<file path="src/rtl/sram_arbiter.sv">
// sram_arbiter: 2:1 arbiter between instruction fetch and data memory onto a
// single SRAM-like port. One outstanding transaction; data wins by default.
// Optional fetch anti-starvation counter: define ARB_INST_NOSTARVE_EN.
module sram_arbiter #(
  parameter int unsigned STARVE_MAX = 3
) (
  input  logic        cpu_clk_50M,
  input  logic        cpu_rst_n,
  input  logic        inst_req,
  input  logic [31:0] inst_addr,
  output logic        inst_addr_ok,
  output logic        inst_data_ok,
  output logic [31:0] inst_rdata,
  input  logic        data_req,
  input  logic        data_wr,
  input  logic [1:0]  data_size,
  input  logic [31:0] data_addr,
  input  logic [31:0] data_wdata,
  output logic        data_addr_ok,
  output logic        data_data_ok,
  output logic [31:0] data_rdata,
  output logic        m_req,
  output logic        m_wr,
  output logic [1:0]  m_size,
  output logic [31:0] m_addr,
  output logic [31:0] m_wdata,
  input  logic        m_addr_ok,
  input  logic        m_data_ok,
  input  logic [31:0] m_rdata
);

  localparam int unsigned AW = 32;
  localparam int unsigned DW = 32;
  localparam int unsigned SW = 2;
  localparam int unsigned CW = 2;

  typedef enum logic [1:0] {
    IDLE = 2'd0,
    ADDR = 2'd1,
    DATA = 2'd2
  } state_t;

  state_t          state, state_n;
  logic            owner, owner_n;       // 0 = inst, 1 = data
  logic            m_req_n, m_wr_n;
  logic [SW-1:0]   m_size_n;
  logic [AW-1:0]   m_addr_n;
  logic [DW-1:0]   m_wdata_n;
  logic            starved;
  logic            grant_inst, grant_data;

`ifdef ARB_INST_NOSTARVE_EN
  logic [CW-1:0]   starve_cnt, starve_cnt_n;

  // Fetch has waited through the maximum run of data grants
  assign starved = (starve_cnt == CW'(STARVE_MAX));
`else
  logic            unused_starve_max;

  // Strict data priority; the starvation limit has no effect in this build
  assign starved           = 1'b0;
  assign unused_starve_max = ^(32'(STARVE_MAX));
`endif

  // Grant selection evaluated while idle
  assign grant_inst = inst_req & (~data_req | starved);
  assign grant_data = data_req & ~grant_inst;

  // Handshake and read-data return toward the current owner
  assign inst_addr_ok = (state == ADDR) & m_addr_ok & ~owner;
  assign data_addr_ok = (state == ADDR) & m_addr_ok &  owner;
  assign inst_data_ok = (state == DATA) & m_data_ok & ~owner;
  assign data_data_ok = (state == DATA) & m_data_ok &  owner;
  assign inst_rdata   = m_rdata;
  assign data_rdata   = m_rdata;

  // Next-state, latched request fields and starvation count
  always_comb begin
    state_n   = state;
    owner_n   = owner;
    m_req_n   = m_req;
    m_wr_n    = m_wr;
    m_size_n  = m_size;
    m_addr_n  = m_addr;
    m_wdata_n = m_wdata;
`ifdef ARB_INST_NOSTARVE_EN
    starve_cnt_n = starve_cnt;
`endif
    case (state)
      IDLE: begin
        if (grant_inst || grant_data) begin
          state_n = ADDR;
          m_req_n = 1'b1;
          owner_n = grant_data;
          if (grant_data) begin
            m_wr_n    = data_wr;
            m_size_n  = data_size;
            m_addr_n  = data_addr;
            m_wdata_n = data_wdata;
          end else begin
            m_wr_n    = 1'b0;
            m_size_n  = SW'(2);
            m_addr_n  = inst_addr;
            m_wdata_n = '0;
          end
`ifdef ARB_INST_NOSTARVE_EN
          if (grant_inst) begin
            starve_cnt_n = '0;
          end else if (inst_req && !starved) begin
            starve_cnt_n = starve_cnt + CW'(1);
          end
`endif
        end
      end
      ADDR: begin
        if (m_addr_ok) begin
          m_req_n = 1'b0;
          state_n = DATA;
        end
      end
      DATA: begin
        if (m_data_ok) begin
          state_n = IDLE;
        end
      end
      default: begin
        state_n = IDLE;
        m_req_n = 1'b0;
      end
    endcase
  end

  // State and registered shared-port outputs
  always_ff @(posedge cpu_clk_50M or negedge cpu_rst_n) begin
    if (!cpu_rst_n) begin
      state   <= IDLE;
      owner   <= 1'b0;
      m_req   <= 1'b0;
      m_wr    <= 1'b0;
      m_size  <= '0;
      m_addr  <= '0;
      m_wdata <= '0;
`ifdef ARB_INST_NOSTARVE_EN
      starve_cnt <= '0;
`endif
    end else begin
      state   <= state_n;
      owner   <= owner_n;
      m_req   <= m_req_n;
      m_wr    <= m_wr_n;
      m_size  <= m_size_n;
      m_addr  <= m_addr_n;
      m_wdata <= m_wdata_n;
`ifdef ARB_INST_NOSTARVE_EN
      starve_cnt <= starve_cnt_n;
`endif
    end
  end

endmodule
</file>
<file path="config.mk">
export PLATFORM = sky130hd
export DESIGN_NAME = sram_arbiter
export DESIGN_NICKNAME = d
export VERILOG_FILES = /design/src/rtl/sram_arbiter.sv
export SDC_FILE = /design/constraint.sdc
export NUM_CORES = 1
export LEC_CHECK = 0
export ABC_AREA = 1
export BUFFER_PORTS_ARGS = -buffer_cell sky130_fd_sc_hd__buf_2
export CAP_MARGIN = 40
export CORE_AREA = 4 4 103 105
export CTS_CLUSTER_SIZE = 24
export DETAILED_ROUTE_END_ITERATION = 6
export DIE_AREA = 0 0 107 109
export MAX_ROUTING_LAYER = met4
export PLACE_DENSITY = 0.77
export SLEW_MARGIN = 10
export SYNTH_ARGS = -nofsm -noshare
export SYNTH_HDL_FRONTEND = slang
export SYNTH_SLANG_ARGS = --single-unit
</file>
<file path="constraint.sdc">
create_clock -name cpu_clk_50M -period 2.9 [get_ports cpu_clk_50M]
set_input_delay 0.58 -clock cpu_clk_50M [delete_from_list [all_inputs] [get_ports cpu_clk_50M]]
set_output_delay 0.58 -clock cpu_clk_50M [all_outputs]
set_load 0.01 [all_outputs]
</file>
Word level (Yosys, flattened, before mapping)
Index checks and enable logic that the tools add are counted.
- flip-flop bits (word level): 71
- input port bits: 137
- output and inout bits: 136
- word-level logic and storage cells: 40
- eq/ne operators: 5
- muxes and demuxes: 11
- bitwise gates (word level): 12
- reductions and logical operators: 5
- operator list (cell ; number):
    32-bit 2-to-1 mux ; 2
    1-bit AND ; 8
    2-bit 2-to-1 mux ; 4
    2-bit inequality test (second input constant) ; 3
    2-bit one-hot mux with 3 select lines ; 1
    3-bit AND reduction ; 2
    1-bit inverter ; 4
    1-bit 2-to-1 mux ; 3
    1-bit one-hot mux with 3 select lines ; 1
    2-bit by 1-bit == test with 1-bit output (second input constant) ; 1
    2-bit == test (second input constant) ; 1
    2-bit zero test ; 1
    2-bit AND reduction ; 1
    1-bit logical OR ; 1

Longest topological paths before layout
Gate-level depths: netlist of run 1.
- word-level depth: 7
- gate-level depth with buffers: 6
- gate-level depth less buffers: 5

Worst setup path after synthesis of run 1
No wires, ideal clock.
- path type: input-to-output
- from: in m_data_ok
- to: out data_data_ok
- arrival: 919 ps
- data required time: 2320 ps
- setup slack: 1401 ps
- stages: 2
- path buffers: 0
- cells stage by stage: inv_1 -> nor3_1
- word-level cells in the longest chain between the ends: 2
- RTL lines (item ; RTL line ; source):
    start, declared ; 28 ; input logic m_data_ok,
    1-bit AND (2 in series) ; 73 ; assign data_data_ok = (state == DATA) & m_data_ok & owner;
    end, declared ; 20 ; output logic data_data_ok,
Every way passes these cells.

Worst setup path in the final report of run 1
- from: reg state[0]
- to: out data_data_ok
- word-level cells in the longest chain between the ends: 3
- RTL lines (item ; RTL line ; source):
    start, declared ; 43 ; state_t state, state_n;
    start signal, assigned ; 147 ; state <= state_n;
    2-bit == test ; 73 ;
    1-bit AND (2 in series) ; 73 ;
Every way passes these cells.

==> results of run 1 <==
-- cells by family (layout without fill, tap and decap cells) --
logic type,after synthesis,in the layout
simple gates,248,248
compound gates,35,35
buf+inv,126,237
flops,71,71
-- synthesized netlist by cell type --
| cell type | number |
|---|---|
| inv_1 | 37 |
| inv_2 | 1 |
| nor2_4 | 1 |
| buf_6 | 3 |
| buf_2 | 11 |
| buf_4 | 67 |
| nand2_1 | 202 |
| o21ai_0 | 34 |
| nand3_1 | 37 |
| nor2_1 | 6 |
| clkbuf_1 | 7 |
| dfrtp_1 | 71 |
| nor3_1 | 2 |
| o21ai_4 | 1 |
-- flip-flops by register name, indices dropped and copies added, names as in the netlist --
signal / count
owner: 1
m_size: 2
m_wr: 1
m_addr: 32
m_req: 1
m_wdata: 32
state: 2
-- power breakdown --
part | switching (µW) | internal (µW) | leakage, µW
Combinational | 1090 | 641 | 0.00170
Clock | 387 | 398 | 0.0000992
Sequential | 235 | 1430 | 0.000893
Total | 1710 | 2470 | 0.00269
-- layout by cell type (no fill, tap or decap) --
cell,n
nand2_1,202
buf_2,175
dfrtp_1,71
inv_1,37
nand3_1,37
o21ai_0,34
clkbuf_8,9
buf_4,7
nor2_1,6
clkinv_4,3
nor3_1,2
clkinv_2,2
nor2_4,1
o21ai_4,1
inv_2,1
bufinv_16,1
clkinvlp_4,1
buf_16,1
-- area by class of cell --
type | count | share of cell area (%)
Clock buffer | 9 | 2.81
Tap cell | 133 | 3.77
Timing Repair Buffer | 183 | 21.7
Sequential cell | 71 | 40.3
Clock inverter | 7 | 1.67
Multi-Input combinational cell | 283 | 26.6
Inverter | 38 | 3.23
-- through the flow --
step	util [%]	setup slack, ns	power, µW	std cells
after detailed placement	43.7	1.23	3440	708
final	45.8	1.01	4180	724
after global routing	45.8	0.874	4540	724
after floorplan	-	1.40	2820	480
after global placement	43.4	1.25	3380	707
after CTS	45.8	0.990	4250	724
-- metal layers --
layer	vias to the layer above	routed length, µm	track usage, %
met4	0	261	8.04
met2	132	4670	28.1
li1	1611	-	-
met5	-	0	-
met3	36	712	4.09
met1	1478	3530	16.8
-- worst max-delay path by stage --
stage / to / slack (ns)
after CTS: data_data_ok / 0.99
after global routing: inst_data_ok / 0.87
after floorplan: data_data_ok / 1.40
after detailed placement: data_data_ok / 1.23
after global placement: data_addr_ok / 1.25
final: data_data_ok / 1.01
-- worst max-delay path, stage by stage (launching register included) --
cell,delay (ns)
dfrtp_1,0.44
inv_1,0.07
nand2_1,0.13
nor3_1,0.18
buf_2,0.16
==> flow_summary.toml, run 1 <==
[clock_tree]
cts_made_buffers = 9
cts_tree = "done"
hold_buffers = 0
clk_latency_ns = 0.34
h-tree-depth = 3
postCtsSetupRepairBufs = 0
clock_sinks = 71
clk_pin_slew_ns = 0.08
cts_resized = 0
clk_path_buf_depth = 2
cts-root-buf = "clkbuf_8"

[placed_design]
dp_hpwl_mm = 6.94
dpl-instance-area_um2 = 4220
gp_congestion = 0.802
numPortBuffers = 176

[run]
maxCapViolCount = 0

[global_routing]
grt-ovfl-total = 0
antenna_found_initial = 0
grt_max_degree = 47
grt_usage_pct = 16.0
first_global_vias = 3115
grt_pass1_wl_mm = 14.4

[yosys]
synth_area_um2 = 3710
synthCells = 480
synth.top_cell.area_share_pct = 47.9
synth_compound_area_share_pct = 5.02
synth_top_family_by_area = "simple AND/OR/NAND/NOR gates"
yosysTopAreaCell = "dfrtp_1"
syn-num-nets = 617
synth-xor-area-share_pct = 0
ys_types = 14
avgSynthCellArea_um2 = 7.73
yosys_warnings = 0
yosys.area_share.simple_pct = 26.6
ys_seq_elements = 71
yosys-top-cells-area = "dfrtp_1 48%, nand2_1 20%, buf_4 14%"
synth_fa_ha_area_share_pct = 0
yosysSeqAreaShare_pct = 47.9
synthMuxAreaShare_pct = 0

[floorplanning]
num_io_pins = 273
core-area_um2 = 9640
std_cell_rows = 36
die-area_um2 = 11700
start_util_pct = 38.5
die_w_um = 107
dieHeight_um = 109

[critical_path]
critPathKind = "register to primary output"
r2r_end = "owner$_DFFE_PN0P_"
reg2reg_depth = 4
cp-startpoint = "state[0]$_DFFE_PN0P_"
r2r_slack_ns = 1.52
critPathLaunchType = "register"
required_ns = 2.32
r2r-start = "state[0]$_DFFE_PN0P_"
crit_fanout = 4
cp-end-kind = "primary output"
worstPathArrival_ns = 1.31

[final_layout]
nFillCells = 989
area_growth_syn_to_layout_pct = 18.9
antenna_cells = 0
multi_input_area_um2 = 1170
regArea_um2 = 1780
stdcell_area_um2 = 4410
drive_gt1_share_pct = 34.2
num-nets-final = 723

[power]
peakVddDrop_mv = 0.377
power.density_nw_per_um2 = 948
leakage_uw = 0.00269

[run_status]
status = "finished, final reports clean"

[sta]
whs_ns = 0.145
maxSlewHeadroom_pct = 64.6
rsz0062_at_grt = "false"
fin_crit_sh_pct = 65.1
final-max-slew-violation-count = 0
fin_worst_skew_ns = 0.00841
worst_pin_slew_ns = 0.531
layout_min_cycle_time_ns = 1.89
setup_viol = 0
hold_viol = 0
fin_tns_setup_ns = 0
timing.fmax_mhz = 529

[detailed_routing]
drtAntennaViolNets = 0
vias = 3257
viasPerCell = 4.50
drt-initial-drc-count = 169
drc_errors = 0
totalWireLength_mm = 9.17
post_drt_wl_per_cell_um = 12.7
dr.pass1.iters = 7

[hold_path]
hp-class = "input port to async pin"
No activity file was read; power rests on OpenSTA's default activity.
==> run 2: changes to the inputs <==
Clock period 2.9 ns to 1.9 ns, I/O delays scaled along.
==> flow_summary.toml, run 2 (same netlist as run 1, synthesis figures left out) <==
[run_status]
status = "finished, final reports clean"

[detailed_routing]
totalWireLength_mm = 9.34
dr.pass1.iters = 4
viasPerCell = 4.59
vias = 3327
drc_errors = 0
post_drt_wl_per_cell_um = 12.9
drt-initial-drc-count = 238
drtAntennaViolNets = 0

[final_layout]
reg_top3 = "m_addr x32, m_wdata x32"
antenna_cells = 0
layout.cells.most_common = "nand2_1"
regArea_um2 = 1780
nFillCells = 970
instances_no_fill = 725
stdcell_area_um2 = 4460
num-nets-final = 725
area_growth_syn_to_layout_pct = 20.2
final_cell_mix = "202 x nand2_1, 175 x buf_2, 71 x dfrtp_1"
multi_input_area_um2 = 1170
drive_gt1_share_pct = 34.1

[clock_tree]
clk_pin_slew_ns = 0.07
hold_buffers = 1
clk_latency_ns = 0.33
cts_made_buffers = 9
clk_path_buf_depth = 2
cts_tree = "done"
cts_resized = 0
clock_sinks = 71
postCtsSetupRepairBufs = 0
cts-root-buf = "clkbuf_8"
h-tree-depth = 3

[global_routing]
grt_pass1_wl_mm = 14.7
grt-ovfl-total = 0
antenna_found_initial = 0
grt_max_degree = 43
grt_usage_pct = 16.3
first_global_vias = 3285

[critical_path]
critPathLaunchType = "register"
required_ns = 1.52
critPathBufInv = 2
critPathTopFamily = "flip-flops"
cp-end-kind = "primary output"
slowest_stage = "dfrtp_1"
worstPathArrival_ns = 1.31
cp_cell_sequence = "inv_1 > nand2_1 > nor3_1 > buf_2"
critPathKind = "register to primary output"
crit_fanout = 4
cpPeakStageDelay_ns = 0.44

[hold_path]
hp-class = "input port to register"

[sta]
timing.fmax_mhz = 590
fin_crit_sh_pct = 89.2
fin_tns_setup_ns = 0
rsz0062_at_grt = "false"
setup_viol = 0
layout_min_cycle_time_ns = 1.69
worst_pin_slew_ns = 0.543
hold_viol = 0
fin_worst_skew_ns = 0.00461
maxSlewHeadroom_pct = 63.7
final-max-slew-violation-count = 0

[floorplanning]
die-area_um2 = 11700
start_util_pct = 38.5
std_cell_rows = 36
dieHeight_um = 109
die_w_um = 107
num_io_pins = 273
core-area_um2 = 9640

[power]
peakVddDrop_mv = 0.516
total_power_uw = 6620
leakage_uw = 0.00271
power.density_nw_per_um2 = 1480

[placed_design]
numPortBuffers = 176
dpl-instance-area_um2 = 4220
dp_hpwl_mm = 7.16
gp_congestion = 0.753
dp.cells = 709

[run]
maxCapViolCount = 0
## run 2: metal layers
layer	GRT usage [%]	up-vias	routed length, µm
li1	-	1614	-
met1	17.3	1540	3580
met2	28.0	134	4750
met3	3.97	39	705
met4	9.04	0	300
met5	-	-	0
## run 2: path summary, 6_finish.rpt
kind | cells after the start | from | to | slack (ns)
setup / recovery | 4 | state[0]$_DFFE_PN0P_ | inst_data_ok | 0.21
hold / removal | 3 | data_wdata[24] | m_wdata[24]$_DFFE_PN0P_ | 0.27
setup reg to reg | 4 | state[0]$_DFFE_PN0P_ | owner$_DFFE_PN0P_ | 0.52
hold reg to reg | 2 | m_wdata[8]$_DFFE_PN0P_ | m_wdata[8]$_DFFE_PN0P_ | 0.47
max in group asynchronous | 3 | cpu_rst_n | m_req$_DFFE_PN0P_ | 0.82
min in group asynchronous | 2 | cpu_rst_n | m_addr[31]$_DFFE_PN0P_ | 0.53
## run 2: per-stage QoR
| stage | utilization [%] | setup WS, ns | hold WS, ns |
|---|---|---|---|
| 6_report | 46.3 | 0.206 | 0.270 |
| 5_1_grt | 46.3 | 0.0599 | 0.248 |
| 4_1_cts | 46.3 | 0.191 | 0.242 |
| 3_5_place_dp | 43.7 | 0.478 | 0.353 |
| 3_3_place_gp | 43.7 | 0.526 | 0.340 |
| 2_1_floorplan | - | 0.705 | 0.0844 |
## run 2: area by class of cell
type	instances	share of cell area, %
clock buffers	9	2.78
clock inverters	6	2.47
inverters	38	3.20
multi-input cells	283	26.3
flip-flops and latches	71	39.8
well taps	133	3.73
repair buffers	185	21.7
## run 2: worst reg2reg max path, stage by stage (launching register included)
cell and delay (ns):
dfrtp_1 0.44, nor2_4 0.16, o21ai_4 0.09, inv_2 0.40, o21ai_0 0.15
## run 2: power breakdown
part	total [µW]	switching, µW	internal (µW)
sequential	2550	364	2190
clock	1410	552	862
combinational	2650	1660	992
